==> src/rtl/sprite_dma_if.sv <==
// Bus bundle for the sprite DMA engine: CPU write snoop, work RAM read port,
// SPRAM write port and the CPU stall/status lines.
interface sprite_dma_if;
  logic        cpu_wr_en;
  logic [15:0] cpu_wr_addr;
  logic [7:0]  cpu_wr_data;
  logic [15:0] mem_rd_addr;
  logic [7:0]  mem_rd_data;
  logic        spram_wr_en;
  logic [7:0]  spram_wr_addr;
  logic [7:0]  spram_wr_data;
  logic        cpu_stall;
  logic        busy;
  logic        done;

  // DMA engine side
  modport slave (
    input  cpu_wr_en, cpu_wr_addr, cpu_wr_data, mem_rd_data,
    output mem_rd_addr, spram_wr_en, spram_wr_addr, spram_wr_data,
    output cpu_stall, busy, done
  );

  // CPU / memory / SPRAM side
  modport master (
    output cpu_wr_en, cpu_wr_addr, cpu_wr_data, mem_rd_data,
    input  mem_rd_addr, spram_wr_en, spram_wr_addr, spram_wr_data,
    input  cpu_stall, busy, done
  );
endinterface

==> src/rtl/sprite_dma.sv <==
// Sprite-attribute DMA: a CPU write to the DMA register copies the 256-byte
// page {page,00..FF} into SPRAM starting at the latched OAM offset, with the
// CPU stalled for the whole copy. Reads alternate with writes because the
// work RAM returns data one cycle after the address.
module sprite_dma #(
  parameter logic [15:0] DMA_REG      = 16'h4014,
  parameter logic [15:0] OAM_ADDR_REG = 16'h2003
) (
  input  logic         clk,
  input  logic         rst,
  sprite_dma_if.slave  bus
);

  typedef enum logic [2:0] {
    IDLE,
    HALT,
    ALIGN,
    READ,
    WRITE,
    DONE
  } state_t;

  state_t     state;
  state_t     state_nxt;
  logic [7:0] page;
  logic [7:0] oam_addr;
  logic [7:0] idx;
  logic       parity;
  logic       trigger;
  logic       oam_load;
  logic [7:0] dst_addr;

  // Register writes are only honoured while idle; a busy engine ignores them.
  assign trigger  = (state == IDLE) && bus.cpu_wr_en && (bus.cpu_wr_addr == DMA_REG);
  assign oam_load = (state == IDLE) && bus.cpu_wr_en && (bus.cpu_wr_addr == OAM_ADDR_REG);
  assign dst_addr = oam_addr + idx;

  // Source address comes straight from registers, so it never leaves the page.
  assign bus.mem_rd_addr   = {page, idx};
  assign bus.spram_wr_data = bus.mem_rd_data;

  // State register.
  always_ff @(posedge clk) begin
    if (rst) state <= IDLE;
    else     state <= state_nxt;
  end

  // Datapath registers: free-running parity, offset latch, page latch, byte counter.
  always_ff @(posedge clk) begin
    if (rst) begin
      parity   <= 1'b0;
      page     <= 8'h00;
      oam_addr <= 8'h00;
      idx      <= 8'h00;
    end else begin
      parity <= ~parity;
      if (oam_load) oam_addr <= bus.cpu_wr_data;
      if (trigger) begin
        page <= bus.cpu_wr_data;
        idx  <= 8'h00;
      end else if ((state == WRITE) && (idx != 8'hFF)) begin
        idx <= idx + 8'h01;
      end
    end
  end

  // Next-state and output decode; HALT inserts ALIGN when parity is odd.
  always_comb begin
    state_nxt         = state;
    bus.spram_wr_en   = 1'b0;
    bus.spram_wr_addr = 8'h00;
    bus.cpu_stall     = 1'b0;
    bus.busy          = 1'b1;
    bus.done          = 1'b0;
    case (state)
      IDLE: begin
        bus.busy = 1'b0;
        if (trigger) state_nxt = HALT;
      end
      HALT: begin
        bus.cpu_stall = 1'b1;
        state_nxt     = parity ? ALIGN : READ;
      end
      ALIGN: begin
        bus.cpu_stall = 1'b1;
        state_nxt     = READ;
      end
      READ: begin
        bus.cpu_stall = 1'b1;
        state_nxt     = WRITE;
      end
      WRITE: begin
        bus.cpu_stall     = 1'b1;
        bus.spram_wr_en   = 1'b1;
        bus.spram_wr_addr = dst_addr;
        state_nxt         = (idx == 8'hFF) ? DONE : READ;
      end
      DONE: begin
        bus.done  = 1'b1;
        state_nxt = IDLE;
      end
      default: begin
        state_nxt = IDLE;
      end
    endcase
  end

endmodule

==> src/flat_wrapper.sv <==
// flat-port wrapper written by rule: the top's interface ports become plain ports
module sprite_dma_flat 
#(
  parameter logic [15:0] DMA_REG      = 16'h4014,
  parameter logic [15:0] OAM_ADDR_REG = 16'h2003
)
  (clk, rst, bus_cpu_wr_en, bus_cpu_wr_addr, bus_cpu_wr_data, bus_mem_rd_data, bus_mem_rd_addr, bus_spram_wr_en, bus_spram_wr_addr, bus_spram_wr_data, bus_cpu_stall, bus_busy, bus_done);
  sprite_dma_if bus_i ();
  input  logic clk;
  input  logic rst;
  input wire logic [$bits(bus_i.cpu_wr_en)-1:0] bus_cpu_wr_en;
  input wire logic [$bits(bus_i.cpu_wr_addr)-1:0] bus_cpu_wr_addr;
  input wire logic [$bits(bus_i.cpu_wr_data)-1:0] bus_cpu_wr_data;
  input wire logic [$bits(bus_i.mem_rd_data)-1:0] bus_mem_rd_data;
  output wire logic [$bits(bus_i.mem_rd_addr)-1:0] bus_mem_rd_addr;
  output wire logic [$bits(bus_i.spram_wr_en)-1:0] bus_spram_wr_en;
  output wire logic [$bits(bus_i.spram_wr_addr)-1:0] bus_spram_wr_addr;
  output wire logic [$bits(bus_i.spram_wr_data)-1:0] bus_spram_wr_data;
  output wire logic [$bits(bus_i.cpu_stall)-1:0] bus_cpu_stall;
  output wire logic [$bits(bus_i.busy)-1:0] bus_busy;
  output wire logic [$bits(bus_i.done)-1:0] bus_done;
  assign bus_i.cpu_wr_en = bus_cpu_wr_en;
  assign bus_i.cpu_wr_addr = bus_cpu_wr_addr;
  assign bus_i.cpu_wr_data = bus_cpu_wr_data;
  assign bus_i.mem_rd_data = bus_mem_rd_data;
  assign bus_mem_rd_addr = bus_i.mem_rd_addr;
  assign bus_spram_wr_en = bus_i.spram_wr_en;
  assign bus_spram_wr_addr = bus_i.spram_wr_addr;
  assign bus_spram_wr_data = bus_i.spram_wr_data;
  assign bus_cpu_stall = bus_i.cpu_stall;
  assign bus_busy = bus_i.busy;
  assign bus_done = bus_i.done;
  sprite_dma #(.DMA_REG(DMA_REG), .OAM_ADDR_REG(OAM_ADDR_REG)) u_core (.clk(clk), .rst(rst), .bus(bus_i));
endmodule
==> config.mk <==
export PLATFORM = sky130hd
export DESIGN_NAME = sprite_dma_flat
export DESIGN_NICKNAME = d
export VERILOG_FILES = /design/src/rtl/sprite_dma_if.sv /design/src/rtl/sprite_dma.sv /design/src/flat_wrapper.sv
export SDC_FILE = /design/constraint.sdc
export NUM_CORES = 1
export LEC_CHECK = 0
export CAP_MARGIN = 30
export CELL_PAD_IN_SITES_DETAIL_PLACEMENT = 0
export CELL_PAD_IN_SITES_GLOBAL_PLACEMENT = 1
export CORE_MARGIN = 2
export CORE_UTILIZATION = 35
export CTS_BUF_LIST = sky130_fd_sc_hd__clkbuf_4
export CTS_CLUSTER_DIAMETER = 60
export CTS_CLUSTER_SIZE = 10
export DETAILED_ROUTE_END_ITERATION = 6
export PLACE_DENSITY_LB_ADDON = 0.1
export SLEW_MARGIN = 15
export SYNTH_ARGS = -nofsm -noshare
export SYNTH_HDL_FRONTEND = slang
export SYNTH_SLANG_ARGS = --single-unit
==> constraint.sdc <==
create_clock -name clk -period 2.75 [get_ports clk]
set_input_delay 0.6875 -clock clk [delete_from_list [all_inputs] [get_ports clk]]
set_output_delay 0.6875 -clock clk [all_outputs]
set_load 0.03 [all_outputs]
=== Word level (Yosys, flattened, before mapping) ===
Index checks and enable logic that the tools add are counted.

* Logic and storage cells: 34
* Flip-flop bits (word level): 28
* Output and inout bits: 36

* Equal/unequal tests: 10
* Mux-type cells: 9
* Bitwise gates (word level): 1
* Add/subtract/negate cells: 2
* Reductions and logical operators: 7

{| class="wikitable"
|+ Operators by type and width
! cell !! number
|-
| equality test 16 x 14 -> 1 bit, second input constant || 1
|-
| equality test 16 x 15 -> 1 bit, second input constant || 1
|-
| case mux 3 bit (5 select lines) || 1
|-
| adder 8 x 1 -> 8 bit, second input constant || 1
|-
| adder 8 bit || 1
|-
| equality test 8 bit, second input constant || 1
|-
| 2-to-1 mux 8 bit || 1
|-
| != test 8 bit, second input constant || 1
|-
| equality test 3 x 2 -> 1 bit, second input constant || 2
|-
| equality test 3 bit, second input constant || 2
|-
| 2-to-1 mux 3 bit || 2
|-
| 2-to-1 mux 1 bit || 5
|-
| logical AND 1 bit || 4
|-
| OR reduction 4 bit || 1
|-
| equality test 3 x 1 -> 1 bit, second input constant || 1
|-
| zero test 3 bit || 1
|-
| != test 2 x 1 -> 1 bit, second input constant || 1
|-
| OR reduction 2 bit || 1
|-
| NOT 1 bit || 1
|}

=== Logic depth before layout (Yosys ltp) ===
Gate-level depths: netlist of run 1.

* Word-level depth: 5
* Gate-level depth with buffers: 8
* Gate-level depth less buffers: 6

=== Least setup slack after synthesis of run 1 ===
No wires, ideal clock.

* Kind: reg2out
* Start point: register u_core.idx[0]
* End point: output bus_spram_wr_addr[4]
* Stages on the path, launching flop included: 6
* Slack: -93 ps
* Path buffers: 0
* Data arrival time: 2,156 ps
* Required time: 2,062 ps
* Cell sequence: dfxtp_1 ha_1 fa_1 a21oi_1 o21ai_1 nor3b_1

* Longest elaborated chain between the ends: 2

{| class="wikitable"
|+ Ends and longest elaborated chain
! element !! RTL line !! source
|-
| start: declaration || sprite_dma.sv:27 || <nowiki>logic [7:0] idx;</nowiki>
|-
| start signal: assignment || sprite_dma.sv:62 || <nowiki>idx <= idx + 8'h01;</nowiki>
|-
| adder 8 bit || sprite_dma.sv:36 || <nowiki>assign dst_addr = oam_addr + idx;</nowiki>
|-
| 2-to-1 mux 8 bit || sprite_dma.sv:75 || <nowiki>case (state)</nowiki>
|-
| end: declaration || flat_wrapper.sv:17 || <nowiki>output wire logic [$bits(bus_i.spram_wr_addr)-1:0] bus_spram_wr_addr;</nowiki>
|}

No other way between the ends.

=== Final worst setup path of run 1 ===
* Start point: register u_core.oam_addr[2]
* End point: output bus_spram_wr_addr[5]

* Longest elaborated chain between the ends: 2

{| class="wikitable"
|+ Ends and longest elaborated chain
! element !! RTL line !! source
|-
| start: declaration || sprite_dma.sv:26 || <nowiki>logic [7:0] oam_addr;</nowiki>
|-
| start signal: assignment || sprite_dma.sv:57 || <nowiki>if (oam_load) oam_addr <= bus.cpu_wr_data;</nowiki>
|-
| adder 8 bit || sprite_dma.sv:36 ||
|-
| 2-to-1 mux 8 bit || sprite_dma.sv:75 ||
|}

No other way between the ends.

==> metrics.md, run 1 <==
| Metric | Value |
|---|---|
| Slew margin rel. | 78.9% |
| Row cnt | 25 |
| Commonest cells after routing, fill and taps aside | 45 x clkdlybuf4s50_1, 22 x nand2_1, 22 x mux2i_1, 22 x dfxtp_1, 21 x buf_4 |
| Critical path arrival | 1.98 ns |
| Mapped Area | 1770 um2 |
| Die area | 5650 um2 |
| FF/Latch Area | 571 um2 |
| Pin count of the biggest net entering global routing | 18 |
| Total grt overflow | 0 |
| Syn Area/Cell | 9.01 um2 |
| Post-DRT Antenna Nets | 0 |
| Antenna diodes | 0 |
| Peak VDD IR | 0.204 mV |
| Run status | finished clean |
| Area delta synth->final | 40.8% |
| # setup viols final | 0 |
| Critical path type | reg2out |
| Comb power frac | 9.0% |
| Post-synthesis sequential area ratio | 31.6% |
| Crit path required time | 2.06 ns |
| Final wirelength | 4160 um |
| Synth Warn # | 0 |
| Mapped Nets | 241 |
| Vias in the first global route | 1402 |
| F_max | 376 MHz |
| # Max-Cap Violations | 0 |
| Total negative slack | 0 ns |
| Fin crit share | 96.8% |
| Io pins | 71 |
| Dpl hpwl | 3230 um |
| DR vias/cell | 4.88 |
| Worst-skew pair later-pin latency | 0.33 ns |
| GRT Overall Usage | 15.0% |
| Port Buffers | 54 |
| Switch share | 19.4% |
| Final Cell Area | 2500 um2 |
| First-pass GRT wire length | 6560 um |
| PD cells | 297 nW/um2 |
| RD Place Congestion | 0.813 |
| Layout cells sized above 1 | 20.1% |
| Netlist cell types | 46 |
| HP Class | reg2reg |
| Cells after synthesis | 197 |
| Core area | 4820 um2 |
| Fin util | 51.8% |
| H-tree levels | 1 |
| Final Hold Fails | 0 |
| Minimum clock period | 2.66 ns |
| CTS sink cnt | 28 |
| DR vias | 1566 |
| Initial DRC Count | 104 |
| Clock transition at path regs | 0.16 ns |
| Cell Area, Placed | 2370 um2 |
| Nets | 299 |
| Die Y | 75.2 um |
| Pre-antenna DRT Iters | 4 |
| Multi-input gate area | 1120 um2 |
| Die X | 75.2 um |
| CTS tree | done |
| Async S/R FF share, synth | 0% |
| Setup crit start kind | flip-flop |
| Power Internal | 0.597 mW |
| Clock Skew | 0.0160 ns |
| Total CTS buffers | 3 |
| P_leak | 1.03 nW |
| Critical-path maximum fanout | 4 |
| Pins over their slew limit | 0 |
| EDFF count, synth | 0 |
| Least-Margin Pin Slew | 0.308 ns |
| Dominant synthesized flop cell | dfxtp_1 |
| Clk buf depth | 2 |
| Kind of end point of the critical path | output port |
| Part of the power in registers | 54.9% |
| Synth Register Bits | 28 |
| Initial antenna violation count | 0 |
| Commonest non-fill, non-tap cell in the layout | clkdlybuf4s50_1 |
| Root Driver | clkbuf_4 |
| Sw power | 0.144 mW |
| Clock Power Share | 36.0% |
| Hold_buf cts | 0 |
| Fill count | 492 |
| Drt drc | 0 |
| Routed len/inst | 13.0 um |
| Initial Util | 36.8% |
-- through the flow --
step                      total power [mW]  setup WS [ns]  instances  hold WS [ns]
after global placement               0.485          0.207        314         0.409
final                                0.741         0.0870        321         0.428
after CTS                            0.754        -0.0326        318         0.433
after global routing                 0.771        -0.0219        321         0.447
after floorplan                      0.459         0.0204        197         0.394
after detailed placement             0.484          0.198        314         0.412
-- final cells by class --
class | count | area share [%]
tap | 67 | 3.36
inverter | 6 | 0.902
timing repair buffer | 70 | 25.8
clock inverter | 1 | 1.20
sequential | 28 | 22.8
clock buffer | 3 | 0.902
multi-input combinational | 146 | 45.0
-- worst paths after layout --
path                                   start  cells after the start  slack [ns]                               to
max          u_core.oam_addr[2]$_SDFFE_PP0P_                      7        0.09             bus_spram_wr_addr[5]
min                 u_core.parity$_SDFF_PP0_                      1        0.43         u_core.parity$_SDFF_PP0_
max reg2reg     u_core.state[0]$_SDFFE_PP0P_                      5        0.75  u_core.oam_addr[1]$_SDFFE_PP0P_
min reg2reg         u_core.parity$_SDFF_PP0_                      1        0.43         u_core.parity$_SDFF_PP0_
-- cells by family (layout without fill, tap and decap cells) --
group                      after synthesis  in the layout  share of synthesized area [%]
AOI/OAI and AO/OA                       29             29                           10.1
xor gates and xnor gates                 6              6                           2.96
adders and majority gates                9              9                           6.77
buffers and inverters                   23             80                           7.83
DFF                                     28             28                           31.6
muxes                                   22             22                           12.4
and+or+nand+nor                         80             80                           28.3
-- flip-flops by register name, indices dropped and copies added, names as in the netlist --
register / count
u_core.page: 8
u_core.state: 3
u_core.parity: 1
u_core.oam_addr: 8
u_core.idx: 8
-- power groups by stage --
| stage | Clock, mW | Combinational, mW | Sequential, mW |
|---|---|---|---|
| finish | 0.267 | 0.0669 | 0.407 |
| global route | 0.292 | 0.0718 | 0.407 |
| CTS | 0.278 | 0.0680 | 0.408 |
| detailed placement | 0 | 0.0677 | 0.417 |
| global placement | 0 | 0.0679 | 0.417 |
| floorplan | 0 | 0.0424 | 0.416 |
-- what timing repair did --
item,4_1_cts,5_1_grt
pin swaps,0,5
gates resized for setup,6,16
buffers inserted,0,3
setup endpoints to repair,7,6
-- cell usage after synthesis, types with 2 or more instances --
| master | instances | area share, % |
|---|---|---|
| buf_2 | 3 | 0.85 |
| nand4_1 | 3 | 1.1 |
| xnor2_1 | 2 | 0.99 |
| xor2_1 | 4 | 2.0 |
| nand3_1 | 3 | 0.85 |
| mux2i_1 | 22 | 12 |
| ha_1 | 8 | 5.6 |
| nand4b_1 | 2 | 0.99 |
| nor3b_1 | 6 | 2.5 |
| buf_4 | 9 | 3.8 |
| inv_1 | 4 | 0.85 |
| o211ai_1 | 2 | 0.85 |
| clkbuf_1 | 3 | 0.63 |
| o22ai_1 | 2 | 0.71 |
| nor3_1 | 7 | 2.0 |
| a21oi_1 | 6 | 1.7 |
| o21ai_0 | 6 | 1.7 |
| or3_1 | 2 | 0.71 |
| o21ai_1 | 3 | 0.85 |
| nand2_1 | 22 | 4.7 |
| and2_1 | 3 | 1.1 |
| nor3_2 | 2 | 1.1 |
| dfxtp_1 | 28 | 32 |
| a31oi_1 | 2 | 0.71 |
| inv_2 | 2 | 0.42 |
| buf_6 | 2 | 1.3 |
| a211oi_1 | 3 | 1.3 |
| nor2_1 | 7 | 1.5 |
| nand2b_1 | 12 | 4.2 |
-- critical path: stages (launching register included) --
cell      delay [ns]
dfxtp_2         0.37
ha_2            0.38
o21ai_1         0.10
o21bai_1        0.22
buf_4           0.15
mux2i_1         0.20
nand2_1         0.07
buf_4           0.17
-- metal layers --
metal  part of all wire (%)  GRT usage, %  vias up
met5                      0             0        -
met1                     49          20.6      713
li1                       -             -      807
met2                     45          23.2       42
met3                    5.3          3.75        4
met4                   0.87          5.07        0
(Power assumes the default switching activity.)
==> run 2: changes to the inputs <==
Settings changed: HOLD_SLACK_MARGIN set to 0.1.
==> results of run 2 <==
Same layout as run 1: the final DEF is identical, and so are final timing and power.
==> run 3: changes to the inputs <==
Settings changed: CORE_MARGIN 2 to not set.
==> metrics.md, run 3 (synthesis results as in run 1) <==
| Metric | Value |
|---|---|
| Clock Skew | 0.00330 ns |
| RD Place Congestion | 0.858 |
| Layout cells sized above 1 | 18.7% |
| Port Buffers | 54 |
| Clk buf depth | 2 |
| Root Driver | clkbuf_4 |
| # Max-Cap Violations | 0 |
| Clock transition at path regs | 0.16 ns |
| Pin count of the biggest net entering global routing | 18 |
| H-tree levels | 1 |
| Critical path depth | 6 |
| Initial DRC Count | 38 |
| Critical-path maximum fanout | 8 |
| Vias in the first global route | 1529 |
| First-pass GRT wire length | 7350 um |
| Routed len/inst | 14.8 um |
| Worst-skew pair later-pin latency | 0.34 ns |
| Fin crit share | 96.7% |
| Kind of end point of the critical path | output port |
| Critical path type | reg2out |
| Inst Count DP | 311 |
| Post-DRT Antenna Nets | 0 |
| Biggest regs | u_core.idx x8, u_core.oam_addr x8, u_core.page x8 |
| Nets | 296 |
| R2R Path Start | u_core.state[2]$_SDFFE_PP0P_ |
| Peak VDD IR | 0.130 mV |
| Commonest cells after routing, fill and taps aside | 45 x clkdlybuf4s50_1, 24 x dfxtp_1, 22 x nand2_1, 22 x mux2i_1, 18 x buf_4 |
| Hold_ws | 0.427 ns |
| Row cnt | 25 |
| Total CTS buffers | 3 |
| Commonest non-fill, non-tap cell in the layout | clkdlybuf4s50_1 |
| Minimum clock period | 2.66 ns |
| GRT Overall Usage | 18.2% |
| CP Buf/Inv Count | 2 |
| Crit-path most repeated cell | buf_4 |
| Drt drc | 0 |
| Area delta synth->final | 38.1% |
| Pins over their slew limit | 0 |
| Worst Hold Path EP | u_core.parity$_SDFF_PP0_ |
| Cell family with the largest share of critical-path delay | simple AND/OR/NAND/NOR gates |
| Core area | 4790 um2 |
| Crit path required time | 2.06 ns |
| Reg2reg path depth | 5 |
| HP Class | reg2reg |
| Slowest stage cell, crit path | or3b_4 |
| Design Power | 0.658 mW |
| Crit path largest cell delay | 0.43 ns |
| P_leak | 1.03 nW |
| Crit-path cells | or3b_4 -> buf_4 -> a211oi_1 -> a31oi_1 -> o211ai_1 -> buf_4 |
| Setup crit start kind | flip-flop |
| # setup viols final | 0 |
| DR vias/cell | 5.08 |
| Total grt overflow | 0 |
| Initial Util | 37.1% |
| Post-Layout Cell Count | 318 |
| Die X | 73.2 um |
| F_max | 376 MHz |
| Hold_buf cts | 0 |
| Reg2reg setup slack | 0.76 ns |
| Final wirelength | 4720 um |
| Dpl hpwl | 3470 um |
| Initial antenna violation count | 0 |
| Run status | finished clean |
| CTS tree | done |
| Pre-antenna DRT Iters | 6 |
| Hold path depth | 1 |
| PD cells | 269 nW/um2 |
| CTS sink cnt | 28 |
| DR vias | 1616 |
| Die area | 5360 um2 |
| Antenna diodes | 0 |
| Slew margin rel. | 73.2% |
| R2R Path End | u_core.oam_addr[7]$_SDFFE_PP0P_ |
| Critical path arrival | 1.97 ns |
| Worst Hold Launch | u_core.parity$_SDFF_PP0_ |
| Final Hold Fails | 0 |
| Io pins | 71 |
| Die Y | 73.2 um |
| Least-Margin Pin Slew | 0.401 ns |
[run 3: worst reg2reg max path, stage by stage, from the launching register on]
cell and delay [ns]:
dfxtp_1 0.34, buf_4 0.15, or3_4 0.40, nand4b_4 0.20, or4b_4 0.65, mux2i_1 0.16
[run 3: layer usage]
metal	share of wire [%]	wire length (um)	global-route usage [%]	vias to the layer above
met4	1.2	57	6.10	0
met2	50	2350	32.5	50
met1	43	2030	22.0	760
li1	-	-	-	800
met3	6.1	287	2.90	6
met5	0	0	0	-
[run 3: area by class of cell]
| class | instances | area, um2 |
|---|---|---|
| Clock buffer | 3 | 22.5 |
| Multi-Input combinational cell | 146 | 1130 |
| Clock inverter | 1 | 3.75 |
| Sequential cell | 28 | 568 |
| Inverter | 6 | 22.5 |
| Tap cell | 67 | 83.8 |
| Fill cell | 453 | 2340 |
| Timing Repair Buffer | 67 | 621 |
[run 3: worst max-delay path by stage]
| stage | start | endpoint | slack, ns |
|---|---|---|---|
| after floorplan | u_core.idx[1]$_SDFFE_PP0P_ | bus_spram_wr_addr[7] | 0.02 |
| after global placement | u_core.idx[0]$_SDFFE_PP0P_ | bus_spram_wr_addr[2] | 0.16 |
| after detailed placement | bus_cpu_wr_addr[6] | u_core.oam_addr[7]$_SDFFE_PP0P_ | 0.12 |
| after CTS | u_core.idx[2]$_SDFFE_PP0P_ | bus_spram_wr_addr[7] | -0.002 |
| after global routing | u_core.state[0]$_SDFFE_PP0P_ | bus_spram_wr_addr[6] | -0.004 |
| final | u_core.state[0]$_SDFFE_PP0P_ | bus_spram_wr_addr[6] | 0.09 |
[run 3: timing repair]
action / in CTS / in global routing
resized for setup: 8 / 15
setup buffers: 0 / 3
pin swaps: 1 / 4
setup endpoints to repair: 8 / 4
[run 3: power by group]
| part | switching, mW | internal [mW] |
|---|---|---|
| sequential | 0.000885 | 0.406 |
| clock | 0.131 | 0.0535 |
| combinational | 0.0241 | 0.0423 |
| total | 0.156 | 0.502 |
[run 3: stage by stage]
step / util (%) / instance area [um2] / TNS, ns / setup WS [ns]
final: 51.2 / 2450 / 0 / 0.0915
after global routing: 51.2 / 2450 / -0.00398 / -0.00398
after CTS: 49.8 / 2380 / -0.00238 / -0.00238
after detailed placement: 49.1 / 2350 / 0 / 0.119
after global placement: 49.1 / 2350 / 0 / 0.161
after floorplan: - / 1780 / 0 / 0.0204
